`config.mk`:
```
export PLATFORM = sky130hd
export DESIGN_NAME = coef_stream_flat
export DESIGN_NICKNAME = d
export VERILOG_FILES = /design/src/rtl/coef_stream_pkg.sv /design/src/rtl/coef_stream_if.sv /design/src/rtl/coef_stream_table.sv /design/src/rtl/coef_stream.sv /design/src/flat_wrapper.sv
export SDC_FILE = /design/constraint.sdc
export NUM_CORES = 1
export LEC_CHECK = 0
export CAP_MARGIN = 10
export CORE_MARGIN = 2
export CORE_UTILIZATION = 40
export CTS_BUF_LIST = sky130_fd_sc_hd__clkbuf_4 sky130_fd_sc_hd__clkbuf_8
export DETAILED_ROUTE_END_ITERATION = 6
export SETUP_SLACK_MARGIN = 0.5
export SLEW_MARGIN = 10
export SYNTH_ARGS = -nofsm -noshare
export SYNTH_HDL_FRONTEND = slang
export SYNTH_SLANG_ARGS = --single-unit
```
`constraint.sdc`:
```
create_clock -name clk -period 3.65 [get_ports clk]
set_clock_uncertainty 0.05 [all_clocks]
set_input_delay 0.5475 -clock clk [delete_from_list [all_inputs] [get_ports clk]]
set_output_delay 0.5475 -clock clk [all_outputs]
set_load 0.01 [all_outputs]
```
`src/rtl/coef_stream_pkg.sv`:
```
// coef_pkg: shared types and default sizing for the coefficient streamer.
package coef_pkg;

  localparam int DEF_DATA_W = 16;
  localparam int DEF_DEPTH  = 16;

  typedef enum logic [1:0] {
    IDLE = 2'd0,
    RUN  = 2'd1,
    DONE = 2'd2
  } state_t;

endpackage

```
`src/rtl/coef_stream_if.sv`:
```
// coef_stream_if: valid/ready stream carrying one coefficient word per transfer.
interface coef_stream_if
  import coef_pkg::*;
#(
  parameter int DATA_W = DEF_DATA_W
);

  logic              m_valid;
  logic              m_ready;
  logic [DATA_W-1:0] m_data;
  logic              m_last;

  modport master (output m_valid, output m_data, output m_last, input m_ready);
  modport slave  (input m_valid, input m_data, input m_last, output m_ready);

endinterface

```
`src/rtl/coef_stream_table.sv`:
```
// coef_table: coefficient register array, synchronous write, asynchronous read.
// Storage is rounded up to a power of two so every address is in range;
// entries at or beyond DEPTH are never read by the streamer.
module coef_table
  import coef_pkg::*;
#(
  parameter int  DATA_W = DEF_DATA_W,
  parameter int  DEPTH  = DEF_DEPTH,
  localparam int ADDR_W = $clog2(DEPTH)
) (
  input  logic              clk,
  input  logic              wr_en,
  input  logic [ADDR_W-1:0] wr_addr,
  input  logic [DATA_W-1:0] wr_data,
  input  logic [ADDR_W-1:0] rd_addr,
  output logic [DATA_W-1:0] rd_data
);

  localparam int SLOTS = 1 << ADDR_W;

  logic [DATA_W-1:0] mem [SLOTS];

  // Table contents are deliberately not reset; they are valid once written
  always_ff @(posedge clk) begin
    if (wr_en) mem[wr_addr] <= wr_data;
  end

  assign rd_data = mem[rd_addr];

endmodule

```
`src/rtl/coef_stream.sv`:
```
// coef_stream: streams the first min(len, DEPTH) table words on a valid/ready
// interface and accumulates their signed sum.
// Optional macro COEF_STREAM_TRACE_EN adds a simulation-only transfer/done trace.
module coef_stream
  import coef_pkg::*;
#(
  parameter int  DATA_W = DEF_DATA_W,
  parameter int  DEPTH  = DEF_DEPTH,
  localparam int ADDR_W = $clog2(DEPTH),
  localparam int SUM_W  = DATA_W + ADDR_W + 1
) (
  input  logic                    clk,
  input  logic                    rst_n,
  input  logic                    wr_en,
  input  logic [ADDR_W-1:0]       wr_addr,
  input  logic [DATA_W-1:0]       wr_data,
  input  logic                    start,
  input  logic [ADDR_W:0]         len,
  output logic                    busy,
  output logic                    done,
  output logic signed [SUM_W-1:0] sum,
  coef_stream_if.master           m
);

  localparam logic [ADDR_W:0] DEPTH_L = (ADDR_W+1)'(DEPTH);
  localparam logic [ADDR_W:0] ONE_L   = (ADDR_W+1)'(1);

  state_t                   state;
  logic [ADDR_W-1:0]        idx;
  logic [ADDR_W-1:0]        idx_next;
  logic [ADDR_W-1:0]        rd_addr;
  logic [ADDR_W:0]          eff_len;
  logic [ADDR_W:0]          last_idx;
  logic [DATA_W-1:0]        rd_data;
  logic [DATA_W-1:0]        next_word;
  logic signed [SUM_W-1:0]  word_ext;
  logic                     xfer;

  assign eff_len  = (len > DEPTH_L) ? DEPTH_L : len;
  assign idx_next = idx + ADDR_W'(1);
  // The word to load next is table[0] on a start, otherwise the one after idx
  assign rd_addr  = (state == IDLE) ? '0 : idx_next;
  // Forward a same-cycle write so the newly presented word is never stale
  assign next_word = (wr_en && (wr_addr == rd_addr)) ? wr_data : rd_data;
  assign word_ext  = {{(SUM_W-DATA_W){m.m_data[DATA_W-1]}}, m.m_data};
  assign xfer      = m.m_valid && m.m_ready;

  coef_table #(
    .DATA_W (DATA_W),
    .DEPTH  (DEPTH)
  ) u_table (
    .clk     (clk),
    .wr_en   (wr_en),
    .wr_addr (wr_addr),
    .wr_data (wr_data),
    .rd_addr (rd_addr),
    .rd_data (rd_data)
  );

  // Stream FSM with registered handshake, status and running sum
  always_ff @(posedge clk or negedge rst_n) begin
    if (!rst_n) begin
      state     <= IDLE;
      idx       <= '0;
      last_idx  <= '0;
      m.m_valid <= 1'b0;
      m.m_last  <= 1'b0;
      m.m_data  <= '0;
      busy      <= 1'b0;
      done      <= 1'b0;
      sum       <= '0;
    end else begin
      done <= 1'b0;
      case (state)
        IDLE: begin
          if (start) begin
            sum      <= '0;
            idx      <= '0;
            last_idx <= eff_len - ONE_L;
            busy     <= 1'b1;
            if (eff_len == '0) begin
              state <= DONE;
              done  <= 1'b1;
            end else begin
              state     <= RUN;
              m.m_valid <= 1'b1;
              m.m_data  <= next_word;
              m.m_last  <= (eff_len == ONE_L);
            end
          end
        end
        RUN: begin
          if (xfer) begin
            sum <= sum + word_ext;
            if (m.m_last) begin
              state     <= DONE;
              done      <= 1'b1;
              m.m_valid <= 1'b0;
              m.m_last  <= 1'b0;
            end else begin
              idx      <= idx_next;
              m.m_data <= next_word;
              m.m_last <= ({1'b0, idx_next} == last_idx);
            end
          end
        end
        DONE: begin
          state <= IDLE;
          busy  <= 1'b0;
        end
        default: begin
          state     <= IDLE;
          busy      <= 1'b0;
          m.m_valid <= 1'b0;
          m.m_last  <= 1'b0;
        end
      endcase
    end
  end

`ifdef COEF_STREAM_TRACE_EN
  // Simulation-only trace of each transfer and of the final sum
  always @(posedge clk) begin
    if (rst_n && xfer) $display("[coef_stream] idx=%0d data=%b", idx, m.m_data);
    if (rst_n && state == DONE) $display("[coef_stream] done sum=%0d", sum);
  end
`else
  // No trace logic in the default build
`endif

endmodule

```
`src/flat_wrapper.sv`:
```
// flat-port wrapper written by rule: the top's interface ports become plain ports
module coef_stream_flat import coef_pkg::*;
#(
  parameter int  DATA_W = DEF_DATA_W,
  parameter int  DEPTH  = DEF_DEPTH,
  localparam int ADDR_W = $clog2(DEPTH),
  localparam int SUM_W  = DATA_W + ADDR_W + 1
)
  (clk, rst_n, wr_en, wr_addr, wr_data, start, len, busy, done, sum, m_m_valid, m_m_data, m_m_last, m_m_ready);
  coef_stream_if #(.DATA_W(DATA_W)) m_i ();
  input  logic clk;
  input  logic rst_n;
  input  logic wr_en;
  input  logic [ADDR_W-1:0] wr_addr;
  input  logic [DATA_W-1:0] wr_data;
  input  logic start;
  input  logic [ADDR_W:0] len;
  output logic busy;
  output logic done;
  output logic signed [SUM_W-1:0] sum;
  output wire logic [$bits(m_i.m_valid)-1:0] m_m_valid;
  output wire logic [$bits(m_i.m_data)-1:0] m_m_data;
  output wire logic [$bits(m_i.m_last)-1:0] m_m_last;
  input wire logic [$bits(m_i.m_ready)-1:0] m_m_ready;
  assign m_m_valid = m_i.m_valid;
  assign m_m_data = m_i.m_data;
  assign m_m_last = m_i.m_last;
  assign m_i.m_ready = m_m_ready;
  coef_stream #(.DATA_W(DATA_W), .DEPTH(DEPTH)) u_core (.clk(clk), .rst_n(rst_n), .wr_en(wr_en), .wr_addr(wr_addr), .wr_data(wr_data), .start(start), .len(len), .busy(busy), .done(done), .sum(sum), .m(m_i));
endmodule
```
## Word level (Yosys, flattened, before mapping)

Memory sizes are Yosys's and may differ from the RTL's.
Index checks and enable logic that the tools add are counted.

- Bits in writable memories: 256
- Memories: 1
- Flip-flop bits (word level): 52
- Word-level logic and storage cells: 78
- Output and inout port bits: 41
- Bits of input ports: 30

- $add $sub $neg: 3
- Bitwise gates (word level): 2
- Multiplexer cells: 39
- Reduce and logical (&&, ||, !) cells: 13
- Order comparisons: 1
- Equal/unequal tests: 10

Memories:

| name | depth | bits a word | read ports | clocked after Yosys merged registers in | write ports | RTL line | text |
|---|---|---|---|---|---|---|---|
| u_core.u_table.mem | 16 | 16 | 1 | 0 | 1 | coef_stream_table.sv:21 | `logic [DATA_W-1:0] mem [SLOTS];` |

Operators with widths:

| operator | count |
|---|---|
| 16-bit two-way mux | 5 |
| 21-bit two-way mux | 2 |
| 21-bit case mux with 2 select lines | 1 |
| 16-bit case mux with 2 select lines | 1 |
| 21-bit by 16-bit adder with 21-bit output | 1 |
| 4-bit two-way mux | 4 |
| 1-bit two-way mux | 15 |
| 5-bit AND reduction | 2 |
| 2-bit two-way mux | 4 |
| 4-bit case mux with 2 select lines | 1 |
| 4-bit AND reduction | 2 |
| 2-bit inequality test (second input constant) | 3 |
| 1-bit case mux with 3 select lines | 2 |
| 3-bit AND reduction | 2 |
| 4-bit by 5-bit equality test with 1-bit output | 1 |
| 5-bit by 1-bit equality test with 1-bit output (second input constant) | 1 |
| 5-bit > comparator (second input constant) | 1 |
| 5-bit logical NOT | 1 |
| 5-bit two-way mux | 1 |
| 5-bit by 1-bit subtractor with 5-bit output (second input constant) | 1 |
| 4-bit by 1-bit adder with 4-bit output (second input constant) | 1 |
| 4-bit equality test | 1 |
| 2-bit by 1-bit inequality test with 1-bit output (second input constant) | 2 |
| 1-bit case mux with 2 select lines | 2 |
| 8 further kinds | 11 |

## Longest topological paths before layout

- Depth in word-level cells: 8
- Mapped depth: 10
- Mapped depth without buffers: 10

## Modules after synthesis

Synthesis repeated with hierarchy kept, for this count alone.

- Cells, all modules: 787
- Area, all modules: 13162.6 µm²

Modules (own cells, without submodules):

| module | cells an instance | instances | area each (µm²) | seq. area each (µm²) |
|---|---|---|---|---|
| coef_table | 416 | 1 | 9721.8 | 7687.4 |
| coef_stream | 371 | 1 | 3440.8 | 1301.2 |

## Worst setup path before layout

Ideal clock, no wire load.

- Kind: input to register
- From: in wr_addr[2]
- To: mem u_core.u_table.mem[0][0] in the netlist's numbering, enable pin
- Setup time: 0.409 ns
- Required time: 3.191 ns
- Cell stages on the path: 2
- Path buffers: 0
- Path slack: 0.997 ns
- Data arrival time: 2.193 ns
- Cells stage by stage: or3b_2 > nor3_1

RTL lines:

| what | RTL line | text |
|---|---|---|
| from (decl) | flat_wrapper.sv:14 | `input logic [ADDR_W-1:0] wr_addr;` |
| to (decl) | coef_stream_table.sv:21 |  |

No word-level cell before the write port.

## Worst setup path after layout

- From: reg u_core.idx[0]
- To: reg u_core.m.m_data[14]

- Longest elaborated chain between the ends: 8
- Elaborated cells between the ends (all ways): 11
- Classes of those cells: add/sub (1); eq/ne (1); mux (7); reduce/logical (1); memory (1)

Ends and longest elaborated chain:

| what | RTL line | text |
|---|---|---|
| from (decl) | coef_stream.sv:29 | `logic [ADDR_W-1:0] idx;` |
| from (signal assigned) | coef_stream.sv:101 | `idx <= idx_next;` |
| 4-bit by 1-bit adder with 4-bit output * | coef_stream.sv:40 | `assign idx_next = idx + ADDR_W'(1);` |
| 4-bit two-way mux * | coef_stream.sv:42 | `assign rd_addr = (state == IDLE) ? '0 : idx_next;` |
| branches (longest 2 deep; another with memory 16 x 16 bit) | - |  |
| 16-bit two-way mux * | coef_stream.sv:44 | `assign next_word = (wr_en && (wr_addr == rd_addr)) ? wr_data : rd_data;` |
| 16-bit two-way mux, on equally long branches | coef_stream.sv:95, coef_stream.sv:81 |  |
| 16-bit two-way mux, on equally long branches | coef_stream.sv:93, coef_stream.sv:76 |  |
| 16-bit case mux with 2 select lines * | coef_stream.sv:74 | `case (state)` |
| to (signal assigned) | coef_stream.sv:87 | `m.m_data <= next_word;` |
| to (signal assigned) | coef_stream.sv:102 | `m.m_data <= next_word;` |
| to (decl) | coef_stream_if.sv:13 | `modport master (output m_valid, output m_data, output m_last, input m_ready);` |

Every way passes the cells marked *. The select of a mux whose other input is x is not followed.
A chain may end at the register's enable or synchronous reset.

==> results.txt <==
----------------------------------------------------
[Die]
  Number of standard-cell rows in the floorplan ... between 60 and 70
  Vertical die dimension ... 187 um
  IO Pins ... 71
  Die Area ... between 30000 and 40000 um^2
  Core Region ... about 33000 um^2
  Die W ... between 150 and 200 um
  Initial core utilization ... a little over 40%

[Outcome]
  Outcome ... completed

[GRT]
  Number of antenna violations at the first check in global routing ... 0
  Global-route wire length before repair ... 51.9 mm
  Number of global-route vias before repair ... 8708
  Total global routing track utilization ... 19.2%
  Pin count of the biggest net entering global routing ... 58
  Grt ovf ... 0

[Worst setup path]
  RR Startpoint ... u_core.idx[0]$_DFFE_PN0P_
  Highest fanout seen on the critical path ... 21
  Critical Setup Path Class ... reg2reg
  RR Endpoint ... u_core.m.m_data[14]$_DFFE_PN0P_
  Internal reg-to-reg setup slack ... 890 ps
  Critical path startpoint category ... flop
  Kind of capture point of the worst setup path ... flop
  Required time of the critical path ... 4050 ps
  Worst reg-to-reg path cell count ... 10
  CP Data Arrival Time ... 3160 ps

[Final layout]
  Net count, final ... ~1.1k
  Share of final-layout standard cells stronger than drive strength 1 ... 17.9%
  Area growth syn-to-layout ... 17.4%
  Antenna cell count ... 0
  Post-route insts no fill ... approximately 1.5k

[Yosys]
  Net count after synthesis ... about 980
  Netlist area before placement ... 13400 um^2
  Number of distinct library cells after synthesis ... 70
  Synthesized instance count ... 920
  Fraction of synthesis flops using an asynchronous set or reset pin ... 16.9%
  Yosys warning count ... 0
  Proportion of synthesized chip area in sequential cells ... 67.0%
  Most instantiated flip-flop cell in the synthesis netlist ... edfxtp_1
  Post-synthesis average cell area ... 14.6 um^2
  Cell type with the highest aggregate area in the netlist ... edfxtp_1
  Post-synthesis register bit count ... just over 300
  Area share of the leading cell type in the synthesized netlist ... 57.3%
  Top cells by area in the synthesized netlist ... edfxtp_1 57%, dfrtp_1 9.7%, mux4_2 5.2%
  Number of enable-type register cells in the synthesized netlist ... 256

[Clock tree]
  Largest buffer count on any clock path ... 3
  Clock buffers created by TritonCTS ... 50
  Number of levels the H-tree was split into ... 2
  TritonCTS clock tree ... done
  Clock Sink Count ... 308
  Setup Fix Bufs, Post-CTS ... 0
  Cell chosen for the clock root ... clkbuf_8
  Clock latency on the worst-skew pair ... 590 ps
  Clock-pin transition on the worst setup and hold timing paths ... 60 ps

[Placement]
  Pre-CTS worst setup slack ... 738 ps
  Routability cong. ... 0.898
  Number of I/O port buffers ... 70
  Post-detail-place hpwl ... 21.1 mm
  # placed instances ... 1423

[STA]
  Final-report setup violation count ... 0
  Max_slew headroom ... about 23%
  Final Max Slew Viols ... 0
  Shortest clock period the worst path allows after layout ... 2760 ps
  Transition at the pin with the smallest max-transition slack ... 1150 ps
  Max Clk Rate ... approximately 0.36 GHz
  Share of the clock period used by the worst path ... 75.5%
  Crit path setup slack, layout ... 894 ps
  RSZ-0062 raised after global routing ... false
  Final Hold Viols ... 0
  Total negative setup slack ... 0 ps

[Route]
  Detail-routed via count per cell ... 5.61
  Final Routed Wirelength ... 33.5 mm
  Initial DRT Pass Iterations ... 5
  Via count of the routed design ... 8495
  Post-DRT Antenna Nets ... 0
  Violation count after the first detailed-route iteration ... 914
  Drt wl/cell ... 22.1 um
  Number of design rule violations left after detail routing ... 0

[Pwr]
  Proportion of power drawn by flip-flops and latches ... between 30% and 40%
  Switching component of the power ... 4660 uW
  Power Dens Cells ... 792 nW/um^2
  Clock share of power ... about a quarter
  Max rail drop VDD ... 0.416 mV
  Leak ... ~0.0054 uW
  Switching power share of the total ... 37.3%
  Combinational share of power ... roughly two fifths
  Total internal power ... 7820 uW

[Min path]
  Hold_sp ... u_core.sum[20]$_DFFE_PN0P_
  Hold Path Class ... reg2reg
  Worst Hold Path EP ... u_core.sum[20]$_DFFE_PN0P_
  Min-Delay Path Depth ... 1

[Run]
  Maximum Capacitance Violations ... 0

----------------------------------------------------
## Yosys cell counts, types with 4 or more instances
master / n
o21ai_0: 40
a211oi_1: 34
mux4_2: 31
clkbuf_1: 29
a21o_1: 7
a21oi_1: 73
and3_1: 4
o21bai_1: 5
mux2_2: 15
buf_2: 21
nand2b_1: 10
edfxtp_1: 256
xnor2_1: 11
o21ai_1: 16
inv_1: 14
nor2b_1: 5
nor2_1: 24
nor3_1: 15
dfrtp_1: 52
mux2i_1: 18
xor2_1: 10
nand2_1: 68
nand3_1: 12
ha_1: 24
o221ai_1: 34
o22ai_1: 33
## layout by cell type, fill, tap and decap left out, types with 3 or more instances in the layout
cell type        instances
buf_4                   37
a21o_1                   7
a211oi_1                34
inv_1                   14
clkinv_1                11
o21ai_0                 40
clkdlybuf4s50_1         69
mux2i_1                 18
o21ai_1                 16
mux2_2                  15
clkinv_2                 8
mux4_2                  31
nand3_1                 12
and3_1                   4
nor2b_1                  5
o22ai_1                 33
o221ai_1                34
nand2_1                 68
xnor2_1                 11
xor2_1                  10
clkbuf_8                53
clkbuf_4                18
a21oi_1                 72
nor3_2                   4
dfrtp_1                 51
ha_1                    23
o21bai_1                 3
nand2b_1                10
nor3_1                  11
nor2_1                  24
edfxtp_1               256
## power by group through the flow
stage / Clock, uW / Combinational (uW) / Sequential [uW]
after global routing: 3140 / 5560 / 4520
after floorplan: 0 / 3390 / 4470
final: 2920 / 5070 / 4480
after detailed placement: 0 / 5070 / 4560
after global placement: 0 / 5020 / 4560
after CTS: 2990 / 5090 / 4490
## how the worst max path moves through the flow
stage | depth (start not counted) | endpoint | from
finish | 10 | u_core.m.m_data[14]$_DFFE_PN0P_ | u_core.idx[0]$_DFFE_PN0P_
global route | 10 | u_core.m.m_data[5]$_DFFE_PN0P_ | u_core.idx[1]$_DFFE_PN0P_
CTS | 9 | u_core.m.m_data[0]$_DFFE_PN0P_ | u_core.idx[0]$_DFFE_PN0P_
detailed placement | 9 | u_core.m.m_data[0]$_DFFE_PN0P_ | wr_addr[0]
global placement | 9 | u_core.m.m_data[1]$_DFFE_PN0P_ | wr_addr[1]
floorplan | 2 | u_core.u_table.mem[0][0]$_DFFE_PP_ | wr_addr[2]
## critical path: stages, from the launching register on
cell      delay [ps]
dfrtp_2          420
ha_2             540
buf_4            380
o21ai_1          120
buf_4            230
o22ai_1          150
a211oi_1          90
a211oi_1         310
a21oi_1           90
mux2i_1          150
o21ai_1          100
## sequential cells by signal, summed over array words and instances (netlist names)
| name | count |
|---|---|
| u_core.busy | 1 |
| u_core.done | 1 |
| u_core.idx | 4 |
| u_core.last_idx | 5 |
| u_core.m.m_data | 16 |
| u_core.m.m_last | 1 |
| u_core.m.m_valid | 1 |
| u_core.state | 2 |
| u_core.sum | 21 |
| u_core.u_table.mem | 256 |
## per-layer routing
metal / track usage, % / routed length [um] / vias to the layer above
met5: 0 / 0 / -
met4: 5.65 / 656 / 0
met3: 3.51 / 2380 / 52
met2: 29.7 / 15200 / 303
met1: 27.9 / 15300 / 4269
li1: - / - / 3871
## cell type report
cell class	count	area, um^2
clock buffers	71	865
repair buffers	109	1000
clock inverters	20	105
well taps	448	561
inverters	15	56.3
flip-flops and latches	308	8990
multi-input cells	544	4170
fillers	2908	17500
## kinds of logic (layout without fill, tap and decap cells)
| logic type | after synthesis | count (layout) | synth area share, % |
|---|---|---|---|
| AOI/OAI and AO/OA | 272 | 272 | 13.2 |
| xor gates and xnor gates | 24 | 24 | 1.73 |
| adders and majority gates | 25 | 25 | 2.39 |
| buffers and inverters | 68 | 215 | 2.24 |
| DFF | 308 | 308 | 67.0 |
| muxes | 64 | 64 | 7.81 |
| and+or+nand+nor | 159 | 159 | 5.66 |
## repair_timing
action / 4_1_cts / 5_1_grt
hold buffers: 1 / 0
endpoints found under the hold margin: 23 / 0
gates resized for setup: 0 / 0
## through the flow
step / area [um^2] / total power (uW) / hold WS [ps] / util (%)
finish: 15800 / 12500 / 424 / 47.3
global route: 15800 / 13200 / 451 / 47.3
CTS: 15800 / 12600 / 430 / 47.3
detailed placement: 14800 / 9620 / 421 / 44.4
global placement: 14800 / 9580 / 410 / 44.4
floorplan: 13400 / 7860 / 202 / -
(Power assumes the default switching activity.)
